### config.mk
export PLATFORM = sky130hd
export DESIGN_NAME = switch_cmd_initiator
export DESIGN_NICKNAME = d
export VERILOG_FILES = /design/src/rtl/switch_cmd_initiator.sv
export SDC_FILE = /design/constraint.sdc
export NUM_CORES = 1
export LEC_CHECK = 0
export CAP_MARGIN = 10
export CELL_PAD_IN_SITES_DETAIL_PLACEMENT = 1
export CELL_PAD_IN_SITES_GLOBAL_PLACEMENT = 1
export CORE_UTILIZATION = 42
export CTS_CLUSTER_SIZE = 20
export DETAILED_ROUTE_END_ITERATION = 12
export PLACE_DENSITY = 0.82
export SLEW_MARGIN = 25
export SYNTH_ARGS = -nofsm -noshare
export SYNTH_HDL_FRONTEND = slang
export SYNTH_SLANG_ARGS = --single-unit
### constraint.sdc
create_clock -name clk_50 -period 2.4 [get_ports clk_50]
set_input_delay 0.72 -clock clk_50 [delete_from_list [all_inputs] [get_ports clk_50]]
set_output_delay 0.72 -clock clk_50 [all_outputs]
set_load 0.01 [all_outputs]
### src/rtl/switch_cmd_initiator.sv
// Command initiator for a UART-attached switch: sends one set/query byte,
// waits for the reply or a timeout, and reports the result and error count.
module switch_cmd_initiator #(
  parameter int unsigned      CNT_W          = 24,
  parameter logic [CNT_W-1:0] TIMEOUT_CYCLES = 24'd10000000
) (
  input  logic       clk_50,
  input  logic       rst,
  input  logic       req_valid,
  input  logic       req_query,
  input  logic [1:0] req_state,
  output logic       req_ready,
  output logic [7:0] tx_data,
  output logic       tx_send,
  input  logic       tx_busy,
  input  logic [7:0] rx_data,
  input  logic       rx_new,
  output logic       done,
  output logic       ok,
  output logic       timeout,
  output logic [1:0] state_out,
  output logic [7:0] err_count
);

  typedef enum logic [1:0] {IDLE = 2'd0, SEND = 2'd1, WAIT_RSP = 2'd2, DONE = 2'd3} state_e;

  localparam logic [CNT_W-1:0] TO_LAST = TIMEOUT_CYCLES - CNT_W'(1);

  function automatic logic [7:0] cmd_byte(input logic query, input logic [1:0] st);
    logic [7:0] b;
    if (query) begin
      b = 8'h5A;
    end else begin
      case (st)
        2'd0:    b = 8'h55;
        2'd1:    b = 8'h6A;
        2'd2:    b = 8'h66;
        2'd3:    b = 8'h77;
        default: b = 8'h55;
      endcase
    end
    return b;
  endfunction

  function automatic logic [7:0] set_rsp(input logic [1:0] st);
    logic [7:0] b;
    case (st)
      2'd0:    b = 8'h50;
      2'd1:    b = 8'h52;
      2'd2:    b = 8'h53;
      2'd3:    b = 8'h54;
      default: b = 8'h50;
    endcase
    return b;
  endfunction

  state_e           state_q, state_d;
  logic             query_q, query_d;
  logic [1:0]       tgt_q, tgt_d;
  logic [7:0]       tx_data_q, tx_data_d;
  logic             tx_send_q, tx_send_d;
  logic [CNT_W-1:0] cnt_q, cnt_d;
  logic             done_q, done_d;
  logic             ok_q, ok_d;
  logic             timeout_q, timeout_d;
  logic [1:0]       state_out_q, state_out_d;
  logic [7:0]       err_q, err_d;
  logic             rx_new_q;
  logic             armed_q;

  logic       rx_edge_s, stray_s, expire_s, rsp_good_s, txn_err_s;
  logic [7:0] q_off_s;
  logic [1:0] rsp_state_s;

  // armed_q masks the first cycle after reset so a level already high is not an edge
  assign rx_edge_s   = rx_new & ~rx_new_q & armed_q;
  assign stray_s     = rx_edge_s & (state_q != WAIT_RSP);
  assign expire_s    = (cnt_q == TO_LAST);
  assign q_off_s     = rx_data - 8'h31;
  assign rsp_good_s  = query_q ? ((rx_data >= 8'h31) && (rx_data <= 8'h34))
                               : (rx_data == set_rsp(tgt_q));
  assign rsp_state_s = query_q ? q_off_s[1:0] : tgt_q;

  // State register
  always_ff @(posedge clk_50 or posedge rst) begin
    if (rst) begin
      state_q <= IDLE;
    end else begin
      state_q <= state_d;
    end
  end

  // Next-state logic; the response byte takes priority over expiry
  always_comb begin
    state_d = state_q;
    case (state_q)
      IDLE:     state_d = req_valid ? SEND : IDLE;
      SEND:     state_d = tx_busy ? SEND : WAIT_RSP;
      WAIT_RSP: state_d = (rx_edge_s || expire_s) ? DONE : WAIT_RSP;
      DONE:     state_d = IDLE;
      default:  state_d = IDLE;
    endcase
  end

  // Output and datapath next values
  always_comb begin
    query_d     = query_q;
    tgt_d       = tgt_q;
    tx_data_d   = tx_data_q;
    tx_send_d   = 1'b0;
    cnt_d       = cnt_q;
    done_d      = 1'b0;
    ok_d        = ok_q;
    timeout_d   = timeout_q;
    state_out_d = state_out_q;
    txn_err_s   = 1'b0;
    case (state_q)
      IDLE: begin
        if (req_valid) begin
          query_d   = req_query;
          tgt_d     = req_state;
          ok_d      = 1'b0;
          timeout_d = 1'b0;
        end else begin
          query_d = query_q;
        end
      end
      SEND: begin
        if (!tx_busy) begin
          tx_data_d = cmd_byte(query_q, tgt_q);
          tx_send_d = 1'b1;
          cnt_d     = {CNT_W{1'b0}};
        end else begin
          cnt_d = cnt_q;
        end
      end
      WAIT_RSP: begin
        cnt_d = cnt_q + CNT_W'(1);
        if (rx_edge_s) begin
          done_d      = 1'b1;
          ok_d        = rsp_good_s;
          timeout_d   = 1'b0;
          state_out_d = rsp_good_s ? rsp_state_s : state_out_q;
          txn_err_s   = ~rsp_good_s;
        end else if (expire_s) begin
          done_d    = 1'b1;
          ok_d      = 1'b0;
          timeout_d = 1'b1;
          txn_err_s = 1'b1;
        end else begin
          done_d = 1'b0;
        end
      end
      default: done_d = 1'b0;
    endcase
  end

  // A stray byte and a failed transaction can never coincide, but one increment covers both
  assign err_d = ((stray_s || txn_err_s) && (err_q != 8'hFF)) ? err_q + 8'd1 : err_q;

  // Datapath and output registers
  always_ff @(posedge clk_50 or posedge rst) begin
    if (rst) begin
      query_q     <= 1'b0;
      tgt_q       <= 2'd0;
      tx_data_q   <= 8'h00;
      tx_send_q   <= 1'b0;
      cnt_q       <= {CNT_W{1'b0}};
      done_q      <= 1'b0;
      ok_q        <= 1'b0;
      timeout_q   <= 1'b0;
      state_out_q <= 2'd0;
      err_q       <= 8'd0;
      rx_new_q    <= 1'b0;
      armed_q     <= 1'b0;
    end else begin
      query_q     <= query_d;
      tgt_q       <= tgt_d;
      tx_data_q   <= tx_data_d;
      tx_send_q   <= tx_send_d;
      cnt_q       <= cnt_d;
      done_q      <= done_d;
      ok_q        <= ok_d;
      timeout_q   <= timeout_d;
      state_out_q <= state_out_d;
      err_q       <= err_d;
      rx_new_q    <= rx_new;
      armed_q     <= 1'b1;
    end
  end

  assign req_ready = (state_q == IDLE);
  assign tx_data   = tx_data_q;
  assign tx_send   = tx_send_q;
  assign done      = done_q;
  assign ok        = ok_q;
  assign timeout   = timeout_q;
  assign state_out = state_out_q;
  assign err_count = err_q;

endmodule

==> results.cfg, run 1 <==
[synthesis]
synthTopCellsByArea = dfrtp_1 50%, nand2_1 5.1%, ha_1 4.4%, nand3_1 3.9%, xor2_1 3.7%
synth_cell_types = 48
synthCells = 254
synth_area_per_cell_um2 = 10.15
synth_nets = 279
synth_seq_cells = 52
synth_edf_count = 0
synth_area_leader_cell = dfrtp_1
synth.top_cell.area_share_pct = 50.49
synthFlopType = dfrtp_1
yosysSeqAreaShare_pct = 50.49
synth_warnings = 0
syn_area_um2 = 2577
synth-async-reset-ratio_pct = 100.0

[setup_path]
criticalPathCategory = in -> reg
crit_fanout = 6
cp-end-kind = flip-flop
critPathSlowestCell = dlygate4sd2_1
slowest_delay_ps = 370
critPathLaunchType = primary input
cp_cell_sequence = dlygate4sd2_1 > buf_4 > xor2_2 > nor4_4 > o2111a_1 > a211o_1 > buf_12 > nor2_2 > xor2_1
arrival_ps = 2590
critPathTopFamily = buffers and inverters
path_buf_inv = 3
crit_required_ps = 2640
worst-r2r-setup-slack_ps = 90

[final_layout]
nNetsFinal = 334
fin_util_pct = 56.19
drive_gt1_share_pct = 18.06
nFillCells = 654
syn_to_final_growth_pct = 29.08
n_antenna_cell = 0

[global_route]
use_met2_pct = 36.07
grt_start_max_net_pins = 53
use_met3_pct = 5.455
antenna_found_initial = 0
grt_pass1_vias = 2247
grt-busiest-layer = met2
grtUsageMet1_pct = 26.34
track_usage_pct = 21.67
overflow = 0
grt_pass1_wl_mm = 10.58

[power]
power_density_nw_per_um2 = 881.8
ir_drop_v = 0.0005047
leakagePower_nw = 1.534
total_power_mw = 2.934

[flow_run]
cap_viol_max_count = 0

[timing]
timing.hold.ws_ps = 481.0
fin_crit_sh_pct = 98.11
setup_tns_ps = 0
fmax_mhz = 424.7
finalSetupViolations = 0
final_max_slew_viol_count = 0
hold_viol = 0
skew_ps = 9.659
period_minus_slack_ps = 2355

[place]
routabilityCongestion = 0.7622
io_buffers = 37
dp_hpwl_mm = 4.474

[route]
drcViolationCount = 0
drtAntennaViolNets = 0
dr.first_iter.drc_count = 115
num_vias = 2125
wl_per_cell_um = 17.29
finalWirelength_mm = 6.658
vias_per_cell = 5.519
drt_pass1_iterations = 4

[clock_tree]
max-clock-path-buffers = 2
clkTransAtPathRegs_ps = 90
clk-insertion-delay-late_ps = 310
htree_levels = 2
cts_root_buf = clkbuf_8
cts_made_buffers = 5
tritoncts = done
clock-sinks = 52

[floorplan]
die_w_um = 80.34
core_area_um2 = 5921
die_h_um = 80.34
row_count = 28
boundaryPins = 39
initial_core_util_pct = 43.53
design.die.area_um2 = 6454

[outcome]
status = completed

[min_path]
min_path_type = reg -> reg
==> cells in the final DEF, fill, tap and decap left out, drive strengths merged, types with 10 or more instances in the layout <==
cell / count
buf: 21
dfrtp: 52
nand3: 20
nand2: 35
clkdlybuf4s50: 31
xor2: 11
o21ai: 17
clkbuf: 10
nor2: 21
==> final cells by class <==
| class | instances | area [um^2] | share of cell area (%) |
|---|---|---|---|
| flip-flops and latches | 52 | 1301 | 39.11 |
| clock buffers | 8 | 90.09 | 2.708 |
| repair buffers | 58 | 549.3 | 16.51 |
| multi-input cells | 182 | 1255 | 37.72 |
| inverters | 10 | 37.54 | 1.128 |
| well taps | 75 | 93.84 | 2.821 |
==> path summary, 6_finish.rpt <==
kind	start	endpoint	depth (start not counted)
worst max-delay path	rx_data[2]	err_count[6]	9
worst min-delay path	tx_data[6]	tx_data[6]	1
worst max register to register	tgt_q[0]	err_count[6]	9
worst min register to register	tx_data[6]	tx_data[6]	1
max in group asynchronous	rst	tx_send	3
min in group asynchronous	rst	tx_data[6]	3
==> cells in the mapped netlist, drive strengths merged, types with 2 or more instances <==
library cell and instances:
mux2i 8, o211ai 2, or3b 2, nand2b 3, nor2 21, nor3 4
and2 2, conb 2, dfrtp 52, and3 3, clkbuf 5, inv 9
nand4 6, ha 9, or2 2, o21ai 17, nor4 4, nand2 35
a31oi 4, and4 2, nand3 20, a21oi 2, mux2 4, xor2 11
o31ai 5, nor4b 2, buf 5
==> cells by family (layout without fill, tap and decap cells) <==
family,after synthesis,count (layout),synth area share (%)
other,2,2,0.2914
adders and majority gates,9,9,4.369
and+or+nand+nor,112,112,23.89
muxes,12,12,5.000
xor gates and xnor gates,12,12,4.078
DFF,52,52,50.49
buffers and inverters,20,76,3.495
AOI/OAI and AO/OA,35,35,8.398
==> stage by stage <==
| step | area, um^2 | cells | worst slack [ps] |
|---|---|---|---|
| 2_1_floorplan | 2577 | 254 | 40.36 |
| 3_3_place_gp | 3157 | 375 | -522.9 |
| 3_5_place_dp | 3157 | 375 | -679.7 |
| 4_1_cts | 3266 | 384 | 6.701 |
| 5_1_grt | 3327 | 385 | -32.03 |
| 6_report | 3327 | 385 | 45.25 |
==> flip-flops by register name (all words and copies together), names as in the netlist, named ones only <==
name,cells
query_q,1
rx_new_q,1
cnt_q,24
tx_data,7
state_q,1
done,1
timeout,1
armed_q,1
tgt_q,2
state_out,2
ok,1
tx_send,1
err_count,8
==> timing repair <==
action                     4_1_cts  5_1_grt
pin swaps                        4        6
hold buffers                     0        0
buffers inserted                 1        1
setup endpoints to repair       10       10
gates resized for setup          8       15
==> layer usage <==
layer | wire length (um) | up-vias | part of all wire [%]
met3 | 218 | 13 | 3.3
met4 | 148 | 0 | 2.2
met5 | 0 | - | 0
met1 | 2849 | 1073 | 43
met2 | 3441 | 46 | 52
li1 | - | 993 | -
==> power breakdown <==
part           internal, mW  switching (mW)  total (mW)
Combinational         0.559           0.608        1.17
Sequential             1.06           0.190        1.25
Clock                 0.236           0.280       0.516
Note: power is estimated with default switching activity, not from simulation.
==> run 2, diff against run 1 <==
Settings changed: PLACE_DENSITY 0.82 to unset, PLACE_DENSITY_LB_ADDON set to 0.1.
==> run 2 against run 1 <==
  * Die area did not move
  * Maximum frequency barely moved
  * Non-clock buffer count rose by 2
  * Routed wire length fell by 8.2%
  * Global-route usage fell by 1.0 points
  * Final cell count rose by 0.52%
  * Critical endpoint is now err_count[1]
  * Largest power group unchanged
  * Highest routed layer unchanged
==> results.cfg, run 2 (synthesized netlist as in run 1, its figures left out) <==
[setup_path]
r2r_start = cnt_q[13]
slowest_delay_ps = 290
critPathSlowestCell = mux2_4
path_buf_inv = 2
rr_endpoint = err_count[1]
crit_required_ps = 2590
worstRegToRegCells = 6
cp-end-kind = flip-flop
critPathLaunchType = primary input
cp_cell_sequence = dlygate4sd2_1 > ha_1 > nor4b_4 > a2111oi_4 > o2111a_1 > a211o_1 > buf_12 > mux2_4
crit_fanout = 8
critPathTopFamily = compound AO/OA/AOI/OAI gates
worst-r2r-setup-slack_ps = 170
arrival_ps = 2540
criticalPathCategory = in -> reg

[clock_tree]
cts_made_buffers = 5
ctsHoldBuffers = 0
clkTransAtPathRegs_ps = 90
clock-sinks = 52
tritoncts = done
cts_root_buf = clkbuf_8
clk-insertion-delay-late_ps = 310
htree_levels = 2
max-clock-path-buffers = 2

[route]
vias_per_cell = 5.307
finalWirelength_mm = 6.109
drtAntennaViolNets = 0
dr.first_iter.drc_count = 126
num_vias = 2054
drcViolationCount = 0
drt_pass1_iterations = 4
wl_per_cell_um = 15.79

[floorplan]
initial_core_util_pct = 43.53
core_area_um2 = 5921
boundaryPins = 39
design.die.area_um2 = 6454
row_count = 28
die_w_um = 80.34
die_h_um = 80.34

[place]
routabilityCongestion = 0.7549
dp_hpwl_mm = 4.547
io_buffers = 37
dp.cells = 375
pre_cts_ws_ps = -645.0

[final_layout]
stdcell_count = 387
nFillCells = 650
n_antenna_cell = 0
nNetsFinal = 336
syn_to_final_growth_pct = 28.74
largest_register = cnt_q
mostFrequentLayoutCells = 52 x dfrtp_1, 35 x nand2_1, 31 x clkdlybuf4s50_1
drive_gt1_share_pct = 16.67
largest_reg_flops = 24
final_common_cell = dfrtp_1

[min_path]
hold_start = tx_data[6]
min_path_type = reg -> reg
hold_end = tx_data[6]
min_path_cells = 1

[timing]
final_max_slew_viol_count = 0
period_minus_slack_ps = 2356
fmax_mhz = 424.4
finalSetupViolations = 0
fin_crit_sh_pct = 98.18
worst_slack_ps = 43.75
skew_ps = 11.14
hold_viol = 0

[power]
leakagePower_nw = 1.536
power_density_nw_per_um2 = 860.5
ir_drop_v = 0.0004973

[global_route]
antenna_found_initial = 0
grt_pass1_wl_mm = 10.03
grt_pass1_vias = 2035
grt_start_max_net_pins = 28
overflow = 0
track_usage_pct = 20.66

[outcome]
status = completed

[flow_run]
cap_viol_max_count = 0
-- run 2: cell types whose count changed in the layout (fill, tap and decap cells not counted), sizes merged --
cell,before,now
clkdlybuf4s15,0,1
dlygate4sd2,1,3
buf,21,23
dlymetal6s2s,3,2
clkbuf,10,8
-- run 2: layer usage --
metal  share of wire (%)  GRT usage [%]  wire length (um)
met5                   0              0                 0
met4                0.92          4.821                56
met3                 2.4          3.409               147
met2                  50          35.04              3057
met1                  47          27.54              2848
-- run 2: worst register-to-register path, cell delays in order (launching register included) --
cell and delay, ps:
dfrtp_1 420, or4_4 540, nor4_2 160, nand4b_1 190, a211o_1 370, buf_12 160, mux2_4 290
-- run 2: per-stage QoR --
step / setup TNS (ps) / power [mW] / utilization [%] / instance area (um^2) / hold WS [ps]
final: 0 / 2.855 / 56.04 / 3318 / 481.4
after floorplan: 0 / 1.801 / - / 2577 / 444.8
after global routing: -34.67 / 3.057 / 56.04 / 3318 / 521.1
after global placement: -4402 / 2.285 / 53.32 / 3157 / 462.1
after detailed placement: -5511 / 2.335 / 53.32 / 3157 / 455.4
after CTS: 0 / 2.867 / 55.33 / 3276 / 487.6
-- run 2: cell type report --
cell class | count | area [um^2] | share of cell area [%]
sequential | 52 | 1301 | 39.22
multi-input combinational | 182 | 1226 | 36.95
inverter | 10 | 37.54 | 1.131
tap | 75 | 93.84 | 2.828
timing repair buffer | 60 | 569.3 | 17.16
clock buffer | 8 | 90.09 | 2.715
-- run 2: worst max-delay path by stage --
stage,startpoint,to,cells after the start
detailed placement,rx_data[0],err_count[1],9
finish,rx_data[0],err_count[1],8
global placement,rx_data[0],err_count[1],9
global route,rx_data[0],err_count[1],10
CTS,rx_data[1],err_count[1],9
floorplan,rx_data[0],err_count[1],8
-- run 2: timing repair --
| action | in CTS | in global routing |
|---|---|---|
| buffers inserted | 2 | 2 |
| endpoints found under the setup margin | 10 | 9 |
| resized for setup | 9 | 6 |
| gates cloned | 0 | 0 |
| pin swaps | 5 | 6 |
-- run 2: power by group --
group          switching (mW)  internal, mW
Combinational           0.551         0.553
Sequential              0.175          1.06
Clock                   0.280         0.236
